### src/rtl/multicycle_ctrl_if.sv
//==============================================================================
// Module      : multicycle_ctrl_if
// Description : Control/status bundle between the multi-cycle sequencer and
//               the RV32I datapath plus its shared memory port.
// Revision    : 1.0 - initial release
//==============================================================================
`default_nettype none

interface multicycle_ctrl_if #(
    parameter int CNT_W = 32
);
    logic [31:0]      instr;
    logic             mem_ready;
    logic             alu_zero;
    logic             mem_req;
    logic             mem_we;
    logic             mem_is_fetch;
    logic             ir_write;
    logic             pc_write;
    logic [1:0]       pc_src;
    logic             reg_write;
    logic [1:0]       wb_sel;
    logic             alu_src_a;
    logic [1:0]       alu_src_b;
    logic [3:0]       alu_op;
    logic             retired;
    logic [CNT_W-1:0] retire_cnt;
    logic             trap;
    logic             trap_timeout;

    modport master (
        input  instr, mem_ready, alu_zero,
        output mem_req, mem_we, mem_is_fetch, ir_write, pc_write, pc_src,
               reg_write, wb_sel, alu_src_a, alu_src_b, alu_op, retired,
               retire_cnt, trap, trap_timeout
    );

    modport slave (
        output instr, mem_ready, alu_zero,
        input  mem_req, mem_we, mem_is_fetch, ir_write, pc_write, pc_src,
               reg_write, wb_sel, alu_src_a, alu_src_b, alu_op, retired,
               retire_cnt, trap, trap_timeout
    );
endinterface

`default_nettype wire

### src/rtl/multicycle_ctrl.sv
//==============================================================================
// Module      : multicycle_ctrl
// Description : FETCH/DECODE/EXEC/MEM/WB sequencer for an RV32I multi-cycle
//               datapath sharing one memory port; counts retired instructions.
// Revision    : 1.0 - initial release
//==============================================================================
`default_nettype none

module multicycle_ctrl #(
    parameter int MEM_TIMEOUT = 15,
    parameter int CNT_W       = 32
) (
    input  logic              clk,
    input  logic              rst_n,
    multicycle_ctrl_if.master bus
);

    localparam int c_WAIT_W = (MEM_TIMEOUT > 1) ? $clog2(MEM_TIMEOUT) : 1;
    localparam logic [c_WAIT_W-1:0] c_WAIT_LIMIT = c_WAIT_W'(MEM_TIMEOUT - 1);

    localparam logic [6:0] c_OP_R    = 7'b0110011;
    localparam logic [6:0] c_OP_I    = 7'b0010011;
    localparam logic [6:0] c_OP_LW   = 7'b0000011;
    localparam logic [6:0] c_OP_SW   = 7'b0100011;
    localparam logic [6:0] c_OP_BR   = 7'b1100011;
    localparam logic [6:0] c_OP_JAL  = 7'b1101111;
    localparam logic [6:0] c_OP_JALR = 7'b1100111;

    localparam logic [3:0] c_ALU_ADD  = 4'b0010;
    localparam logic [3:0] c_ALU_SUB  = 4'b0110;
    localparam logic [3:0] c_ALU_AND  = 4'b0000;
    localparam logic [3:0] c_ALU_OR   = 4'b0001;
    localparam logic [3:0] c_ALU_XOR  = 4'b0100;
    localparam logic [3:0] c_ALU_SLL  = 4'b0101;
    localparam logic [3:0] c_ALU_SRL  = 4'b1000;
    localparam logic [3:0] c_ALU_SRA  = 4'b1001;
    localparam logic [3:0] c_ALU_SLT  = 4'b0111;
    localparam logic [3:0] c_ALU_SLTU = 4'b1010;

    typedef enum logic [2:0] {
        S_IDLE   = 3'd0,
        S_FETCH  = 3'd1,
        S_DECODE = 3'd2,
        S_EXEC   = 3'd3,
        S_MEM    = 3'd4,
        S_WB     = 3'd5,
        S_TRAP   = 3'd6
    } state_t;

    state_t               r_state;
    state_t               w_state_next;
    logic [c_WAIT_W-1:0]  r_wait;
    logic [CNT_W-1:0]     r_retire_cnt;
    logic                 r_trap;
    logic                 r_trap_timeout;

    logic                 w_mem_req;
    logic                 w_mem_we;
    logic                 w_mem_is_fetch;
    logic                 w_ir_write;
    logic                 w_pc_write;
    logic [1:0]           w_pc_src;
    logic                 w_reg_write;
    logic [1:0]           w_wb_sel;
    logic                 w_alu_src_a;
    logic [1:0]           w_alu_src_b;
    logic [3:0]           w_alu_op;
    logic                 w_retired;
    logic                 w_timeout;

    logic [6:0] w_opcode;
    logic [2:0] w_funct3;
    logic       w_funct7b5;
    logic       w_is_r, w_is_i, w_is_lw, w_is_sw, w_is_br, w_is_jal, w_is_jalr;
    logic       w_legal;
    logic       w_alt;
    logic [3:0] w_alu_fn;
    logic       w_br_taken;
    logic       w_wait_limit;
    logic       w_unused;

    assign w_opcode   = bus.instr[6:0];
    assign w_funct3   = bus.instr[14:12];
    assign w_funct7b5 = bus.instr[30];
    assign w_unused   = &{1'b0, bus.instr[31], bus.instr[29:15], bus.instr[11:7]};

    assign w_is_r    = (w_opcode == c_OP_R);
    assign w_is_i    = (w_opcode == c_OP_I);
    assign w_is_lw   = (w_opcode == c_OP_LW);
    assign w_is_sw   = (w_opcode == c_OP_SW);
    assign w_is_br   = (w_opcode == c_OP_BR);
    assign w_is_jal  = (w_opcode == c_OP_JAL);
    assign w_is_jalr = (w_opcode == c_OP_JALR);

    // Only BEQ (000) and BNE (001) are implemented among the branches.
    assign w_legal = w_is_r | w_is_i | w_is_lw | w_is_sw | w_is_jal | w_is_jalr |
                     (w_is_br & (w_funct3[2:1] == 2'b00));

    // funct7[5] selects sub for R-type, but for immediates only the shift-right form.
    assign w_alt = w_funct7b5 & (w_is_r | (w_funct3 == 3'b101));

    function automatic logic [3:0] f_alu_op(input logic alt, input logic [2:0] f3);
        logic [3:0] v_op;
        v_op = c_ALU_ADD;
        case (f3)
            3'b000:  v_op = alt ? c_ALU_SUB : c_ALU_ADD;
            3'b001:  v_op = c_ALU_SLL;
            3'b010:  v_op = c_ALU_SLT;
            3'b011:  v_op = c_ALU_SLTU;
            3'b100:  v_op = c_ALU_XOR;
            3'b101:  v_op = alt ? c_ALU_SRA : c_ALU_SRL;
            3'b110:  v_op = c_ALU_OR;
            default: v_op = c_ALU_AND;
        endcase
        return v_op;
    endfunction

    assign w_alu_fn     = f_alu_op(w_alt, w_funct3);
    assign w_br_taken   = (w_funct3[0] == 1'b0) ? bus.alu_zero : !bus.alu_zero;
    assign w_wait_limit = (r_wait == c_WAIT_LIMIT);

    always_ff @(posedge clk or negedge rst_n) begin
        if (!rst_n) begin
            r_state        <= S_IDLE;
            r_wait         <= '0;
            r_retire_cnt   <= '0;
            r_trap         <= 1'b0;
            r_trap_timeout <= 1'b0;
        end else begin
            r_state <= w_state_next;
            // Any state change restarts the wait count, so FETCH/MEM always enter at zero.
            if (w_state_next != r_state) begin
                r_wait <= '0;
            end else if (((r_state == S_FETCH) || (r_state == S_MEM)) && !bus.mem_ready) begin
                r_wait <= r_wait + c_WAIT_W'(1);
            end
            if (w_retired) begin
                r_retire_cnt <= r_retire_cnt + CNT_W'(1);
            end
            if (w_state_next == S_TRAP) begin
                r_trap <= 1'b1;
            end
            if (w_timeout) begin
                r_trap_timeout <= 1'b1;
            end
        end
    end

    always_comb begin
        w_state_next   = r_state;
        w_mem_req      = 1'b0;
        w_mem_we       = 1'b0;
        w_mem_is_fetch = 1'b0;
        w_ir_write     = 1'b0;
        w_pc_write     = 1'b0;
        w_pc_src       = 2'b00;
        w_reg_write    = 1'b0;
        w_wb_sel       = 2'b00;
        w_alu_src_a    = 1'b0;
        w_alu_src_b    = 2'b00;
        w_alu_op       = 4'b0000;
        w_retired      = 1'b0;
        w_timeout      = 1'b0;

        case (r_state)
            S_IDLE: w_state_next = S_FETCH;

            S_FETCH: begin
                w_mem_req      = 1'b1;
                w_mem_is_fetch = 1'b1;
                if (bus.mem_ready) begin
                    w_ir_write   = 1'b1;
                    w_state_next = S_DECODE;
                end else if (w_wait_limit) begin
                    w_timeout    = 1'b1;
                    w_state_next = S_TRAP;
                end
            end

            S_DECODE: w_state_next = w_legal ? S_EXEC : S_TRAP;

            S_EXEC: begin
                if (w_is_r) begin
                    w_alu_op     = w_alu_fn;
                    w_state_next = S_WB;
                end else if (w_is_i) begin
                    w_alu_src_b  = 2'b01;
                    w_alu_op     = w_alu_fn;
                    w_state_next = S_WB;
                end else if (w_is_lw || w_is_sw) begin
                    w_alu_src_b  = 2'b01;
                    w_alu_op     = c_ALU_ADD;
                    w_state_next = S_MEM;
                end else if (w_is_br) begin
                    w_alu_op     = c_ALU_SUB;
                    w_pc_write   = 1'b1;
                    w_pc_src     = w_br_taken ? 2'b01 : 2'b00;
                    w_retired    = 1'b1;
                    w_state_next = S_FETCH;
                end else if (w_is_jal || w_is_jalr) begin
                    w_alu_src_a  = w_is_jal;
                    w_alu_src_b  = 2'b01;
                    w_alu_op     = c_ALU_ADD;
                    w_reg_write  = 1'b1;
                    w_wb_sel     = 2'b10;
                    w_pc_write   = 1'b1;
                    w_pc_src     = 2'b10;
                    w_retired    = 1'b1;
                    w_state_next = S_FETCH;
                end else begin
                    w_state_next = S_TRAP;
                end
            end

            S_MEM: begin
                w_mem_req   = 1'b1;
                w_mem_we    = w_is_sw;
                w_alu_src_b = 2'b01;
                w_alu_op    = c_ALU_ADD;
                if (bus.mem_ready) begin
                    if (w_is_sw) begin
                        w_pc_write   = 1'b1;
                        w_retired    = 1'b1;
                        w_state_next = S_FETCH;
                    end else begin
                        w_state_next = S_WB;
                    end
                end else if (w_wait_limit) begin
                    w_timeout    = 1'b1;
                    w_state_next = S_TRAP;
                end
            end

            S_WB: begin
                w_reg_write  = 1'b1;
                w_wb_sel     = w_is_lw ? 2'b01 : 2'b00;
                w_pc_write   = 1'b1;
                w_retired    = 1'b1;
                w_state_next = S_FETCH;
            end

            S_TRAP: w_state_next = S_TRAP;

            default: w_state_next = S_IDLE;
        endcase
    end

    assign bus.mem_req      = w_mem_req;
    assign bus.mem_we       = w_mem_we;
    assign bus.mem_is_fetch = w_mem_is_fetch;
    assign bus.ir_write     = w_ir_write;
    assign bus.pc_write     = w_pc_write;
    assign bus.pc_src       = w_pc_src;
    assign bus.reg_write    = w_reg_write;
    assign bus.wb_sel       = w_wb_sel;
    assign bus.alu_src_a    = w_alu_src_a;
    assign bus.alu_src_b    = w_alu_src_b;
    assign bus.alu_op       = w_alu_op;
    assign bus.retired      = w_retired;
    assign bus.retire_cnt   = r_retire_cnt;
    assign bus.trap         = r_trap;
    assign bus.trap_timeout = r_trap_timeout;

endmodule

`default_nettype wire

### src/flat_wrapper.sv
// flat-port wrapper written by rule: the top's interface ports become plain ports
module multicycle_ctrl_flat 
#(
    parameter int MEM_TIMEOUT = 15,
    parameter int CNT_W       = 32
)
  (clk, rst_n, bus_instr, bus_mem_ready, bus_alu_zero, bus_mem_req, bus_mem_we, bus_mem_is_fetch, bus_ir_write, bus_pc_write, bus_pc_src, bus_reg_write, bus_wb_sel, bus_alu_src_a, bus_alu_src_b, bus_alu_op, bus_retired, bus_retire_cnt, bus_trap, bus_trap_timeout);
  multicycle_ctrl_if #(.CNT_W(CNT_W)) bus_i ();
  input  logic clk;
  input  logic rst_n;
  input wire logic [$bits(bus_i.instr)-1:0] bus_instr;
  input wire logic [$bits(bus_i.mem_ready)-1:0] bus_mem_ready;
  input wire logic [$bits(bus_i.alu_zero)-1:0] bus_alu_zero;
  output wire logic [$bits(bus_i.mem_req)-1:0] bus_mem_req;
  output wire logic [$bits(bus_i.mem_we)-1:0] bus_mem_we;
  output wire logic [$bits(bus_i.mem_is_fetch)-1:0] bus_mem_is_fetch;
  output wire logic [$bits(bus_i.ir_write)-1:0] bus_ir_write;
  output wire logic [$bits(bus_i.pc_write)-1:0] bus_pc_write;
  output wire logic [$bits(bus_i.pc_src)-1:0] bus_pc_src;
  output wire logic [$bits(bus_i.reg_write)-1:0] bus_reg_write;
  output wire logic [$bits(bus_i.wb_sel)-1:0] bus_wb_sel;
  output wire logic [$bits(bus_i.alu_src_a)-1:0] bus_alu_src_a;
  output wire logic [$bits(bus_i.alu_src_b)-1:0] bus_alu_src_b;
  output wire logic [$bits(bus_i.alu_op)-1:0] bus_alu_op;
  output wire logic [$bits(bus_i.retired)-1:0] bus_retired;
  output wire logic [$bits(bus_i.retire_cnt)-1:0] bus_retire_cnt;
  output wire logic [$bits(bus_i.trap)-1:0] bus_trap;
  output wire logic [$bits(bus_i.trap_timeout)-1:0] bus_trap_timeout;
  assign bus_i.instr = bus_instr;
  assign bus_i.mem_ready = bus_mem_ready;
  assign bus_i.alu_zero = bus_alu_zero;
  assign bus_mem_req = bus_i.mem_req;
  assign bus_mem_we = bus_i.mem_we;
  assign bus_mem_is_fetch = bus_i.mem_is_fetch;
  assign bus_ir_write = bus_i.ir_write;
  assign bus_pc_write = bus_i.pc_write;
  assign bus_pc_src = bus_i.pc_src;
  assign bus_reg_write = bus_i.reg_write;
  assign bus_wb_sel = bus_i.wb_sel;
  assign bus_alu_src_a = bus_i.alu_src_a;
  assign bus_alu_src_b = bus_i.alu_src_b;
  assign bus_alu_op = bus_i.alu_op;
  assign bus_retired = bus_i.retired;
  assign bus_retire_cnt = bus_i.retire_cnt;
  assign bus_trap = bus_i.trap;
  assign bus_trap_timeout = bus_i.trap_timeout;
  multicycle_ctrl #(.MEM_TIMEOUT(MEM_TIMEOUT), .CNT_W(CNT_W)) u_core (.clk(clk), .rst_n(rst_n), .bus(bus_i));
endmodule
### config.mk
export PLATFORM = sky130hd
export DESIGN_NAME = multicycle_ctrl_flat
export DESIGN_NICKNAME = d
export VERILOG_FILES = /design/src/rtl/multicycle_ctrl_if.sv /design/src/rtl/multicycle_ctrl.sv /design/src/flat_wrapper.sv
export SDC_FILE = /design/constraint.sdc
export NUM_CORES = 1
export LEC_CHECK = 0
export BUFFER_PORTS_ARGS = -buffer_cell sky130_fd_sc_hd__buf_2
export CORE_ASPECT_RATIO = 1.5
export CORE_MARGIN = 10
export CORE_UTILIZATION = 45
export DETAILED_ROUTE_END_ITERATION = 12
export PLACE_DENSITY = 0.76
export SLEW_MARGIN = 10
export SYNTH_ARGS = -nofsm -noshare
export SYNTH_HDL_FRONTEND = slang
export SYNTH_SLANG_ARGS = --single-unit
### constraint.sdc
create_clock -name clk -period 1.8 [get_ports clk]
set_input_delay 0.36 -clock clk [delete_from_list [all_inputs] [get_ports clk]]
set_output_delay 0.36 -clock clk [all_outputs]
set_load 0.02 [all_outputs]
==> results of run 1 <==
-- power by group --
group	switching, mW	total (mW)	internal (mW)
clock network	0.305	0.577	0.272
registers	0.129	1.15	1.02
logic	0.938	1.78	0.841
-- logic make-up (layout without fill, tap and decap cells) --
kind of cell	count (synthesis)	in the layout	share of synthesized area, %
AO/OA/AOI/OAI	42	42	12.2
XOR/XNOR	37	37	13.0
adder cells (fa/ha/maj)	3	3	1.51
buffers and inverters	18	142	3.22
flip-flops	41	41	41.3
multiplexers	2	2	0.906
other	1	1	0.151
AND/OR/NAND/NOR	117	117	27.7
-- flip-flops by register name (all words and copies together) (netlist names) --
signal and flops:
u_core.bus.trap 1, u_core.bus.trap_timeout 1, u_core.r_wait 4, u_core.r_state 3
u_core.bus.retire_cnt 32
-- placed cells by master (no fill, tap or decap), types with 2 or more instances in the layout --
cell type	count
a211oi_1	2
a211oi_2	4
a21o_1	2
a21oi_1	5
and2_1	2
and3_1	5
and4_1	3
buf_12	2
buf_2	50
buf_4	68
buf_6	8
clkbuf_1	2
clkbuf_8	5
dfrtp_1	28
dfrtp_2	13
ha_1	3
inv_1	6
nand2_1	23
nand2b_1	5
nand2b_4	2
nand3_1	12
nand3b_1	3
nand4_1	13
nor2_1	10
nor2_4	2
nor2b_1	3
nor3_1	3
nor3_4	2
nor3b_4	2
nor4_2	2
nor4_4	5
o21a_1	3
o21ai_0	7
o21ai_1	4
or2_1	2
xnor2_1	28
xor2_1	8
-- critical path, cell delays in order, from the launching register on --
cell      delay (ns)
dfrtp_2         0.47
nand3b_1        0.22
buf_6           0.17
nor4_4          0.14
and2_2          0.17
buf_4           0.13
-- cell type report --
| class | instances | area [µm²] |
|---|---|---|
| well taps | 70 | 87.6 |
| repair buffers | 128 | 891 |
| clock inverters | 1 | 5.00 |
| fillers | 427 | 1660 |
| multi-input cells | 202 | 1630 |
| inverters | 6 | 22.5 |
| clock buffers | 7 | 76.3 |
| flip-flops and latches | 41 | 1040 |
-- layer usage --
metal	track usage, %	vias to the layer above	wire (µm)
met5	0	-	0
met2	29.5	91	4150
li1	-	1190	-
met3	3.73	16	464
met4	6.84	0	172
met1	17.0	1219	2770
-- metrics by stage --
| stage | util (%) | instance area (µm²) |
|---|---|---|
| after floorplan | - | 2560 |
| after global placement | 61.4 | 3320 |
| after detailed placement | 61.4 | 3320 |
| after CTS | 65.0 | 3520 |
| after global routing | 69.4 | 3750 |
| final | 69.4 | 3750 |
-- worst max path at each step --
| stage | startpoint | slack, ns | depth (start not counted) | end |
|---|---|---|---|---|
| after global routing | u_core.r_state[2] | -0.24 | 4 | bus_alu_op[3] |
| after CTS | u_core.r_state[2] | -0.13 | 5 | bus_alu_src_a |
| final | u_core.r_state[2] | -0.16 | 5 | bus_alu_src_a |
| after global placement | bus_instr[4] | -0.15 | 7 | u_core.bus.retire_cnt[31] |
| after detailed placement | bus_instr[4] | -0.19 | 6 | u_core.r_wait[2] |
| after floorplan | u_core.r_state[2] | -0.13 | 5 | bus_alu_src_a |
-- timing repair --
item | in CTS | in global routing
setup endpoints to repair | 19 | 30
gates resized for setup | 25 | 44
pin swaps | 3 | 13
setup buffers | 4 | 7
==> out/qor.txt, run 1 <==
pre-CTS WS: -0.188 ns
Overall Global Routing Usage: 16.3%
gpl congestion: 0.896
failing checks: setup timing
DR vias/cell: 5.53
minimum clock period: 1.96 ns
total wire length: 7550 µm
Synth Area per Inst: 9.53 µm²
std cell rows: 33
post-route non-filler standard cell count: 455
worst hold margin: 0.0256 ns
CTS clk-pin slew, worst paths: 0.07 ns
per-cell routed wire length: 16.6 µm
Initial Util: 46.0%
Register-to-Register Setup Slack: -0.10 ns
Syn Nets: 300
Synth area leaders: dfrtp_1 41%, xnor2_1 9.9%, nand2_1 3.6%, nand4_1 3.3%, xor2_1 3.2%
vias in the first global route: 2,624
Worst-Margin Slew: 0.504 ns
final period utilization: 109%
Synth Register Bits: 41
die area: 8960 µm²
Die Ht: 111 µm
number of flops mapped to enable cells by yosys: 0
Ant. Diodes: 0
largest area contributor in the netlist: dfrtp_1
first-pass detailed-route iteration total: 4
Slew Limit Headroom: 66.4%
Pins Over Slew Limit: 0
Area growth, synth to finish: 50.9%
Fin Clk Skew: 0.00938 ns
power consumption: 3.50 mW
die width: 80.7 µm
RSZ-0062 raised after global routing: yes
HP Class: in -> async
clock root cell: clkbuf_8
CTS Buf Count: 5
DRT antenna net count: 0
worst-skew pair later-pin latency: 0.30 ns
Cells after DPL: 436
endpoints failing hold: 0
most numerous cell in the Yosys netlist: dfrtp_1
reg2reg start: u_core.r_state[2]
Synth top area share: 41.3%
# IOs: 88
core area: 5410 µm²
Achievable Freq: 0.510 GHz
RR Endpoint: u_core.r_wait[2]
Worst Setup End Kind: primary output
Final HPWL DP: 5490 µm
count of different cell masters after synthesis: 55
# port buffers: 65
layout cell share with drive strength beyond 1: 49.4%
Nets: 423
synthesized area: 2490 µm²
Final setup viols: 23
cts hold-fix bufs: 0
Syn Inst Count: 261
yosys warns: 0
CTS H-tree lvls: 2
Worst Path Arrival: 1.60 ns
drt first-iter violations: 107
synth cell count leaders: 41 x dfrtp_1, 28 x xnor2_1, 24 x nand2_1, 13 x nand3_1, 13 x nand4_1
maximum capacitance violations: 0
TritonCTS clock tree: done
power per cell area: 934 nW/µm²
top_reg_cell synth: dfrtp_1
fraction of registers with async set or reset after synthesis: 100%
crit path launch type: register
crit path max fanout: 9
leak pwr: 1.81 nW
Clock Path Buffers: 2
setup TNS: -1.56 ns
initial antenna violation count: 0
Final WS setup: -0.161 ns
global-route wire length before repair: 12,100 µm
CP Class: reg -> out
Worst Path Required: 1.44 ns
CTS sink count: 41
global route overflow: 0
DR vias: 2,516
maximum number of pins on one net before global-route repair: 22
register area share after synthesis: 41.3%
status: finished, violations left
DRC Markers: 0
Max VDD drop: 0.601 mV
worst reg2reg path depth: 7
Note: power is estimated with default switching activity, not from simulation.
==> run 2, diff against run 1 <==
--- a/config.mk
+++ b/config.mk
@@ -5,7 +5,8 @@
 export SDC_FILE = /design/constraint.sdc
 export NUM_CORES = 1
 export LEC_CHECK = 0
-export BUFFER_PORTS_ARGS = -buffer_cell sky130_fd_sc_hd__buf_2
+export ABC_CLOCK_PERIOD_IN_PS = 1800
+export BUFFER_PORTS_ARGS = -buffer_cell sky130_fd_sc_hd__buf_4
 export CORE_ASPECT_RATIO = 1.5
 export CORE_MARGIN = 10
 export CORE_UTILIZATION = 45
==> run 2 against run 1 <==
  * The run still ends with setup timing left
  * Critical path depth stayed put
  * Final area is 7.0% higher
  * Cell count is 2.2% higher
  * Clock power is 32% higher
  * First-iteration DRC count is 21% lower
  * Global-route usage is 0.46 points higher
  * Maximum frequency is 0.14% higher
  * Core utilization is 4.9 points higher
  * Setup slack better by 0.0028 ns
  * Total power is 13% higher
  * Clock skew hardly changed
  * Critical endpoint is now bus_ir_write
  * Largest power group unchanged
  * Highest routed layer unchanged
==> out/qor.txt, run 2 (same netlist as run 1, synthesis figures left out) <==
first-pass detailed-route iteration total: 4 (unchanged)
post-route non-filler standard cell count: 465 (was 455)
power consumption: 3.95 mW (was 3.50 mW)
gpl congestion: 0.879 (was 0.896)
TritonCTS clock tree: done (unchanged)
vias in the first global route: 2,705 (was 2,624)
most common cell after layout, fill and taps aside: buf_4 (unchanged)
minimum clock period: 1.96 ns (about the same)
clock root cell: clkbuf_8 (unchanged)
Worst-Margin Slew: 0.561 ns (was 0.504 ns)
Cells after DPL: 436 (unchanged)
combinational share of power: 52.2% (was 50.7%)
Achievable Freq: 0.511 GHz (was 0.510 GHz)
die width: 80.7 µm (unchanged)
worst hold margin: 0.0264 ns (was 0.0256 ns)
status: finished, violations left (unchanged)
layout cell share with drive strength beyond 1: 51.6% (was 49.4%)
std cell rows: 33 (unchanged)
endpoints failing hold: 0 (unchanged)
CTS Buf Count: 5 (unchanged)
DRC Markers: 0 (unchanged)
failing checks: setup timing (unchanged)
# port buffers: 65 (unchanged)
maximum number of pins on one net before global-route repair: 42 (was 22)
Initial Util: 46.0% (unchanged)
total wire length: 8080 µm (was 7550 µm)
Worst Path Required: 1.44 ns (about the same)
maximum capacitance violations: 0 (unchanged)
# IOs: 88 (unchanged)
DR vias: 2,592 (was 2,516)
Fillers: 400 (was 427)
max reg flops: 32 (unchanged)
crit path launch type: register (unchanged)
final period utilization: 109% (about the same)
Final HPWL DP: 5740 µm (was 5490 µm)
CTS clk-pin slew, worst paths: 0.07 ns (about the same)
Clock Path Buffers: 2 (unchanged)
cts hold-fix bufs: 0 (unchanged)
DRT antenna net count: 0 (unchanged)
Clk pwr share: 19.3% (was 16.5%)
Worst Setup End Kind: primary output (unchanged)
HP Class: in -> async (unchanged)
CP Class: reg -> out (unchanged)
Final WS setup: -0.159 ns (was -0.161 ns)
Overall Global Routing Usage: 16.8% (was 16.3%)
switching share of power: 36.5% (was 39.2%)
global route overflow: 0 (unchanged)
crit path max fanout: 6 (was 9)
setup TNS: -0.889 ns (was -1.56 ns)
RSZ-0062 raised after global routing: yes (unchanged)
Net Sw Power: 1.44 mW (was 1.37 mW)
DR vias/cell: 5.57 (was 5.53)
Die Ht: 111 µm (unchanged)
Area growth, synth to finish: 61.5% (was 50.9%)
Nets: 433 (was 423)
Ant. Diodes: 0 (unchanged)
Pins Over Slew Limit: 0 (unchanged)
worst-skew pair later-pin latency: 0.29 ns (was 0.30 ns)
die area: 8960 µm² (unchanged)
Final setup viols: 15 (was 23)
sequential share of power: 28.5% (was 32.8%)
most frequent cells in the layout: 124 x buf_4, 29 x dfrtp_1, 28 x xnor2_1, 22 x nand2_1, 13 x nand4_1 (was 68 x buf_4, 50 x buf_2, 28 x xnor2_1, 28 x dfrtp_1, 23 x nand2_1)
leak pwr: 1.88 nW (was 1.81 nW)
CTS H-tree lvls: 2 (unchanged)
Max VDD drop: 0.645 mV (was 0.601 mV)
drt first-iter violations: 84 (was 107)
Int Pwr: 2.51 mW (was 2.13 mW)
Worst Path Arrival: 1.60 ns (about the same)
CTS sink count: 41 (unchanged)
initial antenna violation count: 0 (unchanged)
global-route wire length before repair: 12,500 µm (was 12,100 µm)
Fin Clk Skew: 0.00902 ns (was 0.00938 ns)
power per cell area: 985 nW/µm² (was 934 nW/µm²)
Slew Limit Headroom: 62.6% (was 66.4%)
per-cell routed wire length: 17.4 µm (was 16.6 µm)
core area: 5410 µm² (unchanged)
[run 2: per-layer routing]
layer	track usage (%)	share of wire, %
met1	16.6	36
met2	30.8	54
met3	4.06	6.0
met4	7.88	3.7
met5	0	0
[run 2: path summary, 6_finish.rpt]
path / from / to / slack, ns / cells after the start
setup / recovery: u_core.r_state[1] / bus_ir_write / -0.16 / 5
hold / removal: rst_n / u_core.bus.trap_timeout / 0.03 / 1
setup reg to reg: u_core.r_state[0] / u_core.bus.retire_cnt[11] / -0.05 / 7
hold reg to reg: u_core.bus.trap_timeout / u_core.bus.trap_timeout / 0.46 / 1
max in group asynchronous: rst_n / u_core.bus.retire_cnt[7] / 1.39 / 1
min in group clk: u_core.bus.trap_timeout / u_core.bus.trap_timeout / 0.46 / 1
[run 2: layout make-up]
| class | count | area (µm²) | share of cell area (%) |
|---|---|---|---|
| inverters | 6 | 22.5 | 0.561 |
| flip-flops and latches | 41 | 1040 | 25.9 |
| multi-input cells | 202 | 1640 | 40.8 |
| clock buffers | 7 | 86.3 | 2.15 |
| clock inverters | 1 | 30.0 | 0.748 |
| repair buffers | 138 | 1110 | 27.6 |
| well taps | 70 | 87.6 | 2.18 |
[run 2: through the flow]
| stage | utilization [%] | instance area (µm²) | worst slack (ns) |
|---|---|---|---|
| 6_report | 74.2 | 4020 | -0.159 |
| 5_1_grt | 74.2 | 4020 | -0.227 |
| 4_1_cts | 70.2 | 3800 | -0.118 |
| 3_5_place_dp | 64.4 | 3480 | -0.156 |
| 3_3_place_gp | 64.4 | 3480 | -0.158 |
| 2_1_floorplan | - | 2560 | -0.127 |
[run 2: timing repair]
item / 4_1_cts / 5_1_grt
setup endpoints to repair: 19 / 34
setup buffers: 11 / 10
pin swaps: 8 / 11
resized for setup: 30 / 34
hold endpoints to repair: 0 / 0
[run 2: power groups by stage]
stage	clock network (mW)	registers [mW]	logic (mW)
after floorplan	0	1.17	0.805
after global placement	0	1.15	1.51
after detailed placement	0	1.15	1.55
after CTS	0.777	1.12	1.82
after global routing	0.814	1.14	2.19
final	0.764	1.13	2.06
[run 2: critical path, cell delays in order (launching register included)]
cell and delay (ns):
dfrtp_2 0.45, buf_4 0.17, buf_4 0.15, nor3b_4 0.24, and2_4 0.18, buf_6 0.11
==> run 3, diff against run 2 <==
--- a/config.mk
+++ b/config.mk
@@ -7,7 +7,6 @@
 export LEC_CHECK = 0
 export ABC_CLOCK_PERIOD_IN_PS = 1800
 export BUFFER_PORTS_ARGS = -buffer_cell sky130_fd_sc_hd__buf_4
-export CORE_ASPECT_RATIO = 1.5
 export CORE_MARGIN = 10
 export CORE_UTILIZATION = 45
 export DETAILED_ROUTE_END_ITERATION = 12
==> run 3 against run 2 <==
  * The flow still finishes with violations (setup timing)
  * Setup slack better by 0.069 ns
  * Count of clock-buffer cells in the layout stayed put
  * Flip-flop and latch count is the same
  * Clock power down 15%
  * Die area is 0.68% lower
  * Via count fell by 5.6%
  * Total power is 11% lower
  * Sequential power about the same
==> out/qor.txt, run 3 (same netlist as run 1, synthesis figures left out) <==
status: finished, violations left (unchanged)
TritonCTS clock tree: done (unchanged)
die area: 8900 µm² (was 8960 µm²)
cts hold-fix bufs: 0 (unchanged)
Pins Over Slew Limit: 0 (unchanged)
core area: 5440 µm² (was 5410 µm²)
# port buffers: 65 (unchanged)
CTS sink count: 41 (unchanged)
CP dominant cell by count: buf_4 (unchanged)
die width: 94.3 µm (was 80.7 µm)
maximum capacitance violations: 0 (unchanged)
gpl congestion: 0.841 (was 0.879)
Fin Clk Skew: 0.00761 ns (was 0.00902 ns)
crit path max fanout: 8 (was 6)
worst-skew pair later-pin latency: 0.29 ns (about the same)
slowest cell delay on critical path: 0.42 ns (was 0.45 ns)
Initial Util: 45.7% (was 46.0%)
std cell rows: 27 (was 33)
RR Endpoint: u_core.bus.retire_cnt[31] (was u_core.bus.retire_cnt[11])
RSZ-0062 raised after global routing: yes (unchanged)
Area growth, synth to finish: 52.5% (was 61.5%)
clock root cell: clkbuf_8 (unchanged)
failing checks: setup timing (unchanged)
layout cell share with drive strength beyond 1: 48.4% (was 51.6%)
Worst Path Required: 1.44 ns (about the same)
Worst Setup End Kind: primary output (unchanged)
Final HPWL DP: 5330 µm (was 5740 µm)
setup TNS: -0.483 ns (was -0.889 ns)
Worst path slowest cell: dfrtp_1 (was dfrtp_2)
vias in the first global route: 2,464 (was 2,705)
power consumption: 3.51 mW (was 3.95 mW)
initial antenna violation count: 0 (unchanged)
per-cell routed wire length: 16.0 µm (was 17.4 µm)
HP Class: in -> async (unchanged)
Slew Limit Headroom: 66.4% (was 62.6%)
endpoints failing hold: 0 (unchanged)
Achievable Freq: 0.529 GHz (was 0.511 GHz)
drt first-iter violations: 98 (was 84)
minimum clock period: 1.89 ns (was 1.96 ns)
Worst-Margin Slew: 0.504 ns (was 0.561 ns)
CP Class: reg -> out (unchanged)
most common cell after layout, fill and taps aside: buf_4 (unchanged)
total wire length: 7210 µm (was 8080 µm)
WP buf/inv: 3 (unchanged)
DRT antenna net count: 0 (unchanged)
worst reg2reg path depth: 5 (was 7)
Clock Path Buffers: 2 (unchanged)
pre-CTS WS: -0.150 ns (was -0.156 ns)
Max VDD drop: 0.630 mV (was 0.645 mV)
worst-path cell chain: nand3b_1, buf_6, buf_4, nor4_4, buf_4 (was buf_4, buf_4, nor3b_4, and2_4, buf_6)
max reg flops: 32 (unchanged)
power per cell area: 927 nW/µm² (was 985 nW/µm²)
CTS H-tree lvls: 2 (unchanged)
first-pass detailed-route iteration total: 4 (unchanged)
Ant. Diodes: 0 (unchanged)
cell area after layout: 3790 µm² (was 4020 µm²)
# IOs: 88 (unchanged)
Area after DPL: 3430 µm² (was 3480 µm²)
global route overflow: 0 (unchanged)
Fillers: 401 (was 400)
DR vias: 2,446 (was 2,592)
global-route wire length before repair: 11,400 µm (was 12,500 µm)
reg2reg start: u_core.bus.retire_cnt[11] (was u_core.r_state[0])
CTS Buf Count: 5 (unchanged)
Register-to-Register Setup Slack: 0.02 ns (was -0.05 ns)
leak pwr: 1.74 nW (was 1.88 nW)
critical path's top delay family: buffers and inverters (was flip-flops)
DR vias/cell: 5.41 (was 5.57)
Nets: 418 (was 433)
crit path launch type: register (unchanged)
Final WS setup: -0.0900 ns (was -0.159 ns)
most frequent cells in the layout: 116 x buf_4, 30 x dfrtp_1, 28 x xnor2_1, 24 x nand2_1, 13 x nand4_1 (was 124 x buf_4, 29 x dfrtp_1, 28 x xnor2_1, 22 x nand2_1, 13 x nand4_1)
maximum number of pins on one net before global-route repair: 42 (unchanged)
Worst Path Arrival: 1.53 ns (was 1.60 ns)
final period utilization: 105% (was 109%)
Overall Global Routing Usage: 15.6% (was 16.8%)
DRC Markers: 0 (unchanged)
Die Ht: 94.3 µm (was 111 µm)
CTS clk-pin slew, worst paths: 0.07 ns (about the same)
Final setup viols: 10 (was 15)
run 3: cell types whose count changed in the layout (fill, tap and decap cells not counted), moves of 2 or more:
cell | previous run | this run
nand2_2 | 2 | 0
nor2b_2 | 0 | 2
nor3_4 | 3 | 0
nand2_1 | 22 | 24
buf_6 | 11 | 7
nor3_1 | 1 | 3
buf_12 | 2 | 0
buf_4 | 124 | 116
run 3: repair_timing:
action / CTS / global route
resized for setup: 16 / 27
pin swaps: 5 / 8
setup endpoints to repair: 26 / 26
hold endpoints to repair: 0 / 0
buffers inserted: 6 / 4
run 3: routing by layer:
layer  wire length [µm]  global-route usage [%]  vias up
met3                480                    4.68        7
met4                 78                    4.81        0
li1                   -                       -     1182
met2               3570                    26.6       70
met1               3090                    18.3     1187
met5                  0                       0        -
run 3: worst reg2reg max path, stage by stage, from the launching register on:
cell	delay (ns)
dfrtp_2	0.36
nand4_1	0.13
or4_4	0.59
nor4_4	0.28
nand4_1	0.16
xnor2_1	0.14
run 3: worst max-delay path by stage:
stage,from,end,slack (ns),depth (start not counted)
final,u_core.r_state[2],bus_wb_sel[1],-0.09,5
after global routing,u_core.r_state[2],bus_alu_src_a,-0.17,5
after CTS,u_core.r_state[2],bus_alu_src_a,-0.10,5
after detailed placement,bus_instr[4],u_core.bus.retire_cnt[27],-0.15,6
after global placement,bus_instr[4],bus_retired,-0.11,5
after floorplan,u_core.r_state[2],bus_alu_src_a,-0.13,5
run 3: metrics by stage:
stage,utilization [%],std cells,hold slack [ns]
final,69.7,452,0.0353
after global routing,69.7,452,0.0657
after CTS,67.1,448,0.0478
after detailed placement,63.1,434,0.366
after global placement,63.1,434,0.365
after floorplan,-,261,0.0644
run 3: final cells by class:
class	instances	area, µm²	share of cell area, %
clock inverters	1	5.00	0.132
repair buffers	123	950	25.0
inverters	6	22.5	0.594
well taps	72	90.1	2.38
clock buffers	7	96.3	2.54
multi-input cells	202	1590	41.9
flip-flops and latches	41	1040	27.4
run 3: report_power, final:
| group | internal (mW) | switching (mW) |
|---|---|---|
| sequential | 1.02 | 0.131 |
| combinational | 0.810 | 0.908 |
| clock | 0.346 | 0.303 |
| total | 2.17 | 1.34 |
